$ cat src/rtl/memory_arbiter_pkg.sv
// Shared types for the instruction/data memory arbiter.
// Holds RAM handshake states, arbiter FSM states and the data word type.
// No logic here; imported by memory_arbiter and starve_counter.
package memory_arbiter_pkg;

  typedef logic [31:0] word_t;

  typedef enum logic [1:0] {
    FREE   = 2'd0,
    BUSY   = 2'd1,
    ACCESS = 2'd2,
    ERROR  = 2'd3
  } ramstate_t;

  typedef enum logic [1:0] {
    IDLE   = 2'd0,
    IGRANT = 2'd1,
    DGRANT = 2'd2
  } arb_state_t;

  // Width of the starvation counter.
  localparam int CNT_W = 3;

endpackage

$ cat src/rtl/starve_counter.sv
// Counts data completions that happen while an instruction fetch is waiting.
// Latency: count updates on the clock edge after the qualifying event.
// Backpressure: none; saturates at all-ones and clears on instruction grant.
module starve_counter
  import memory_arbiter_pkg::*;
(
  input  logic             clk,
  input  logic             rst_n,
  input  logic             d_done,
  input  logic             i_pending,
  input  logic             i_enter,
  output logic [CNT_W-1:0] count
);

  // Increment on data completion with a pending fetch; clear when the fetch wins
  // or when a data completion finds no fetch waiting.
  always_ff @(posedge clk or negedge rst_n) begin
    if (!rst_n) begin
      count <= '0;
    end else if (i_enter) begin
      count <= '0;
    end else if (d_done) begin
      if (!i_pending) begin
        count <= '0;
      end else if (count != '1) begin
        count <= count + 1'b1;
      end
    end
  end

endmodule

$ cat src/rtl/memory_arbiter.sv
// Arbitrates instruction and data requests onto one single-port RAM (data first).
// Latency: grant the cycle after the request; done when RAM reports ACCESS.
// Backpressure: iwait/dwait stay high until completion; optional STARVE_GUARD_EN
// macro lets a waiting fetch win after STARVE_LIMIT back-to-back data grants.
module memory_arbiter
  import memory_arbiter_pkg::*;
#(
  parameter int STARVE_LIMIT = 4
) (
  input  logic      CLK,
  input  logic      nRST,
  input  logic      iREN,
  input  word_t     iaddr,
  output word_t     iload,
  output logic      iwait,
  input  logic      dREN,
  input  logic      dWEN,
  input  word_t     daddr,
  input  word_t     dstore,
  output word_t     dload,
  output logic      dwait,
  output logic      ramREN,
  output logic      ramWEN,
  output word_t     ramaddr,
  output word_t     ramstore,
  input  word_t     ramload,
  input  ramstate_t ramstate
);

  arb_state_t state, state_nxt;
  word_t      addr_q, store_q;
  logic       dreq;
  logic       force_i;

  assign dreq = dREN | dWEN;

`ifdef STARVE_GUARD_EN
  logic [CNT_W-1:0] starve_cnt;

  starve_counter u_starve_counter (
    .clk       (CLK),
    .rst_n     (nRST),
    .d_done    ((state == DGRANT) && (ramstate == ACCESS) && dreq),
    .i_pending (iREN),
    .i_enter   ((state == IDLE) && (state_nxt == IGRANT)),
    .count     (starve_cnt)
  );

  assign force_i = (starve_cnt == CNT_W'(STARVE_LIMIT));
`else
  assign force_i = 1'b0;
`endif

  assign iload = ramload;
  assign dload = ramload;
  assign iwait = iREN & ~((state == IGRANT) && (ramstate == ACCESS));
  assign dwait = dreq & ~((state == DGRANT) && (ramstate == ACCESS));

  // State register; reset abandons any in-flight access.
  always_ff @(posedge CLK or negedge nRST) begin
    if (!nRST) state <= IDLE;
    else       state <= state_nxt;
  end

  // Remember the last address/store value driven so IDLE can hold them.
  always_ff @(posedge CLK or negedge nRST) begin
    if (!nRST) begin
      addr_q  <= '0;
      store_q <= '0;
    end else begin
      addr_q  <= ramaddr;
      store_q <= ramstore;
    end
  end

  // Next-state and RAM request decode; enables follow the live request.
  always_comb begin
    state_nxt = state;
    ramREN    = 1'b0;
    ramWEN    = 1'b0;
    ramaddr   = addr_q;
    ramstore  = store_q;
    case (state)
      IDLE: begin
        if (iREN && force_i) state_nxt = IGRANT;
        else if (dreq)       state_nxt = DGRANT;
        else if (iREN)       state_nxt = IGRANT;
      end
      IGRANT: begin
        ramREN  = iREN;
        ramaddr = iaddr;
        if (!iREN || ramstate == ACCESS || ramstate == ERROR) state_nxt = IDLE;
      end
      DGRANT: begin
        ramWEN   = dWEN;
        ramREN   = dREN & ~dWEN;
        ramaddr  = daddr;
        ramstore = dstore;
        if (!dreq || ramstate == ACCESS || ramstate == ERROR) state_nxt = IDLE;
      end
      default: state_nxt = IDLE;
    endcase
  end

endmodule
$ cat config.mk
export PLATFORM = sky130hd
export DESIGN_NAME = memory_arbiter
export DESIGN_NICKNAME = d
export VERILOG_FILES = /design/src/rtl/memory_arbiter_pkg.sv /design/src/rtl/starve_counter.sv /design/src/rtl/memory_arbiter.sv
export SDC_FILE = /design/constraint.sdc
export NUM_CORES = 1
export LEC_CHECK = 0
export CAP_MARGIN = 15
export CORE_MARGIN = 4
export CORE_UTILIZATION = 35
export CTS_CLUSTER_DIAMETER = 40
export CTS_CLUSTER_SIZE = 12
export DETAILED_ROUTE_END_ITERATION = 6
export PLACE_DENSITY = 0.8
export SETUP_SLACK_MARGIN = 0.5
export SYNTH_ARGS = -nofsm -noshare
export SYNTH_HDL_FRONTEND = slang
export SYNTH_SLANG_ARGS = --single-unit
$ cat constraint.sdc
create_clock -name CLK -period 2.3 [get_ports CLK]
set_clock_uncertainty 0.15 [all_clocks]
set_input_delay 0.46 -clock CLK [delete_from_list [all_inputs] [get_ports CLK]]
set_output_delay 0.46 -clock CLK [all_outputs]
set_load 0.005 [all_outputs]
==> flow_summary.json <==
{
  "cts_root_buf": "sky130_fd_sc_hd__clkbuf_8",
  "finalSetupViolCount": 66,
  "clk_path_buf_depth": 2,
  "routabilityCongestion": 0.7181,
  "maxCapViolCount": 0,
  "worstPathArrival_ns": 1.90,
  "cp-end-kind": "output pin",
  "synthToLayoutAreaGrowth_pct": 78.55,
  "floorplan.initialDensity_pct": 36.33,
  "timing.hold.worst.class": "flop to flop",
  "synth_top_cell_by_area": "sky130_fd_sc_hd__dfrtp_1",
  "timing_worst_setup_path_type": "flop to output pin",
  "final_non_filler_cells": 634,
  "r2r.worst_path.cells": 10,
  "routed_via_density": 4.733,
  "numPlacedInstances": 546,
  "first_pass_grt_wire_length_microns": 17680,
  "syn-instance-count": 301,
  "relSlewSlack_pct": 75.91,
  "timing_max_transition_violations_final": 0,
  "num_antenna_cells": 0,
  "period_share_pct": 109.3,
  "clkLatencyLatePin_ns": 0.33,
  "routed_wirelength_microns": 11910,
  "status": "complete, but fails checks",
  "core.rowCount": 36,
  "critPathMaxStageDelay_ns": 0.39,
  "maximum_number_of_pins_on_one_net_before_global_route_repair": 67,
  "timing.critical_path.fanout_max": 7,
  "layout.filler_cells": 758,
  "reg2reg_setup_slack_ns": 0.32,
  "post_route_cells_drive_above_1_share_pct": 59.28,
  "minimum_period_implied_by_the_final_worst_setup_slack_ns": 2.515,
  "synthTopCellsByArea": "sky130_fd_sc_hd__dfrtp_1 46%, sky130_fd_sc_hd__buf_4 14%, sky130_fd_sc_hd__mux2_2 10%",
  "design.die.area_sq_mm": 0.01197,
  "cp_slowest_cell": "sky130_fd_sc_hd__dfrtp_1",
  "r2r_start": "state[1]",
  "finalHoldViolCount": 0,
  "dp_hpwl_microns": 6776,
  "grt_overflow": 0,
  "clkSlewWorstSetupHoldPaths_ns": 0.07,
  "grtUsageTotal_pct": 19.61,
  "die_width_microns": 109.4,
  "route.vias.total": 3001,
  "critical_path.cell_chain": "buf_6 -> ha_4 -> buf_6 -> buf_6 -> buf_12 -> buf_16 -> a22oi_2 -> a21oi_2 -> buf_2",
  "crit_path_frequent_cell": "sky130_fd_sc_hd__buf_6",
  "boundaryPins": 267,
  "syn_area_sq_mm": 0.003600,
  "clock_tree_from_tritoncts": "yes",
  "number_of_nets_still_failing_antenna_checks_after_routing": 0,
  "nets": 634,
  "syn_avg_cell_area_sq_um": 11.96,
  "worstSetupStartpointType": "flop",
  "yosys_warnings": 0,
  "grt_pass1_vias": 3263,
  "clock_buffers_created_by_tritoncts": 9,
  "worst_hold_slack_ns": 0.3483,
  "rsz0062_at_grt": "yes",
  "tightestPinTransition_ns": 0.3614,
  "drt-pass1-iter-count": 4,
  "post-synth-top-area-fraction_pct": 45.88,
  "critical_path.endpoint": "ramaddr[31]",
  "dr.first_iter.drc_count": 136,
  "core_area_sq_mm": 0.009910,
  "drt_drc_violations_left": 0,
  "ys_ff_latch": 66,
  "yosysSeqAreaShare_pct": 45.88,
  "crit_path_start": "state[1]",
  "reg2reg_to": "state[1]",
  "postSynthNetCount": 439,
  "port-buffer-count": 170,
  "post_drt_wl_per_cell_microns": 18.78,
  "cellLeakagePower_nw": 2.733,
  "min_delay_path_depth": 1,
  "timing.fmax_ghz": 0.3976,
  "failed_checks": "negative setup slack",
  "final.setup.worst_slack_ns": -0.2149,
  "vdd_drop_max_mv": 0.8580,
  "cts.sinks": 66,
  "yosysUniqueCellTypes": 27,
  "pwr_density_cell_mw_per_mm2": 1480,
  "initial_antenna_violation_count": 0,
  "chipHeight_microns": 109.4,
  "htree_levels": 3,
  "required_ns": 1.69
}
-- critical path, delay by kind of cell, from the launching register on --
kind | cells | cell delay, ns
AOI/OAI and AO/OA | 2 | 0.25
adders and majority gates | 1 | 0.17
DFF | 1 | 0.39
buffers and inverters | 6 | 0.75
-- layout by cell type, fill, tap and decap left out, types with 2 or more instances in the layout --
cell type                         instances
sky130_fd_sc_hd__dfrtp_1                 66
sky130_fd_sc_hd__mux2_4                  17
sky130_fd_sc_hd__buf_6                   45
sky130_fd_sc_hd__a21oi_4                 10
sky130_fd_sc_hd__buf_8                    2
sky130_fd_sc_hd__a21oi_2                 24
sky130_fd_sc_hd__nand2_1                  2
sky130_fd_sc_hd__clkbuf_8                10
sky130_fd_sc_hd__clkbuf_16                2
sky130_fd_sc_hd__and2_4                   2
sky130_fd_sc_hd__buf_2                   36
sky130_fd_sc_hd__nor2_2                  11
sky130_fd_sc_hd__nor2_1                  17
sky130_fd_sc_hd__buf_16                  13
sky130_fd_sc_hd__a22oi_2                 32
sky130_fd_sc_hd__clkdlybuf4s50_1        101
sky130_fd_sc_hd__o21ai_0                  2
sky130_fd_sc_hd__buf_12                  13
sky130_fd_sc_hd__ha_4                     3
sky130_fd_sc_hd__nor2_4                   5
sky130_fd_sc_hd__dlygate4sd2_1            7
sky130_fd_sc_hd__mux2_2                  15
sky130_fd_sc_hd__buf_4                   46
sky130_fd_sc_hd__clkinvlp_4               3
-- worst min-delay path by stage --
stage,start,endpoint,slack (ns)
floorplan,nRST,addr_q[0],0.01
global placement,store_q[27],store_q[27],0.33
detailed placement,store_q[9],store_q[9],0.34
CTS,store_q[2],store_q[2],0.35
global route,store_q[28],store_q[28],0.36
finish,store_q[20],store_q[20],0.35
-- flip-flops by register name (all words and copies together), names as in the netlist --
signal / count
addr_q: 32
store_q: 32
state: 2
-- cell type report --
class,instances,area (sq um),area share [%]
clock buffer,10,137.6,2.141
clock inverter,6,66.31,1.032
inverter,2,12.51,0.1947
multi-input combinational,150,1575,24.51
sequential,66,1652,25.70
tap,133,166.4,2.589
timing repair buffer,267,2818,43.84
-- stage by stage --
step | cell area, sq um | setup WS, ns | setup TNS [ns] | power, W | util, %
2_1_floorplan | 3685 | 0.4845 | 0 | 0.004260 | -
3_3_place_gp | 5131 | -0.1000 | -0.2947 | 0.006249 | 51.78
3_5_place_dp | 5131 | -0.1348 | -1.548 | 0.006344 | 51.78
4_1_cts | 6166 | -0.2571 | -9.567 | 0.008997 | 62.22
5_1_grt | 6427 | -0.2973 | -15.06 | 0.01008 | 64.86
6_report | 6427 | -0.2149 | -9.574 | 0.009515 | 64.86
-- cells by family (layout without fill, tap and decap cells) --
kind of cell	after synthesis	after routing	share of synthesized area, %
muxes	32	32	10.01
and+or+nand+nor	42	42	4.971
buffers and inverters	85	285	18.60
adders and majority gates	3	3	1.043
DFF	66	66	45.88
AOI/OAI and AO/OA	73	73	19.50
-- where the power goes --
group | switching [W] | internal (W) | total (W)
Sequential | 0.000214 | 0.00176 | 0.00197
Combinational | 0.00258 | 0.00397 | 0.00655
Clock | 0.000462 | 0.000530 | 0.000991
Total | 0.00325 | 0.00626 | 0.00952
-- cell usage after synthesis (all sizes together) --
| library cell | count |
|---|---|
| nor3b | 1 |
| mux2 | 32 |
| a2bb2oi | 1 |
| nand2 | 2 |
| buf | 82 |
| nor2 | 33 |
| nand2b | 1 |
| clkbuf | 1 |
| dfrtp | 66 |
| nand3 | 1 |
| ha | 3 |
| nor4bb | 1 |
| a22oi | 32 |
| a21boi | 1 |
| a221o | 1 |
| a21oi | 34 |
| and2 | 2 |
| inv | 2 |
| o21ai | 4 |
| nor2b | 1 |
-- metal layers --
layer  share of wire (%)  vias to the layer above  wire length [microns]  track usage (%)
li1                    -                     1375                      -                -
met1                  38                     1456                   4531            22.75
met2                  52                      139                   6223            34.61
met3                 7.6                       31                    901            6.107
met4                 2.1                        0                    249            5.788
met5                   0                        -                      0                0
-- what timing repair did --
| action | CTS | global route |
|---|---|---|
| resized for setup | 342 | 30 |
| gates cloned | 13 | 2 |
| setup endpoints to repair | 69 | 79 |
| hold buffers | 1 | 0 |
| buffers inserted | 40 | 16 |
| pin swaps | 45 | 41 |
| endpoints found under the hold margin | 66 | 0 |
No activity file was read; power rests on OpenSTA's default activity.
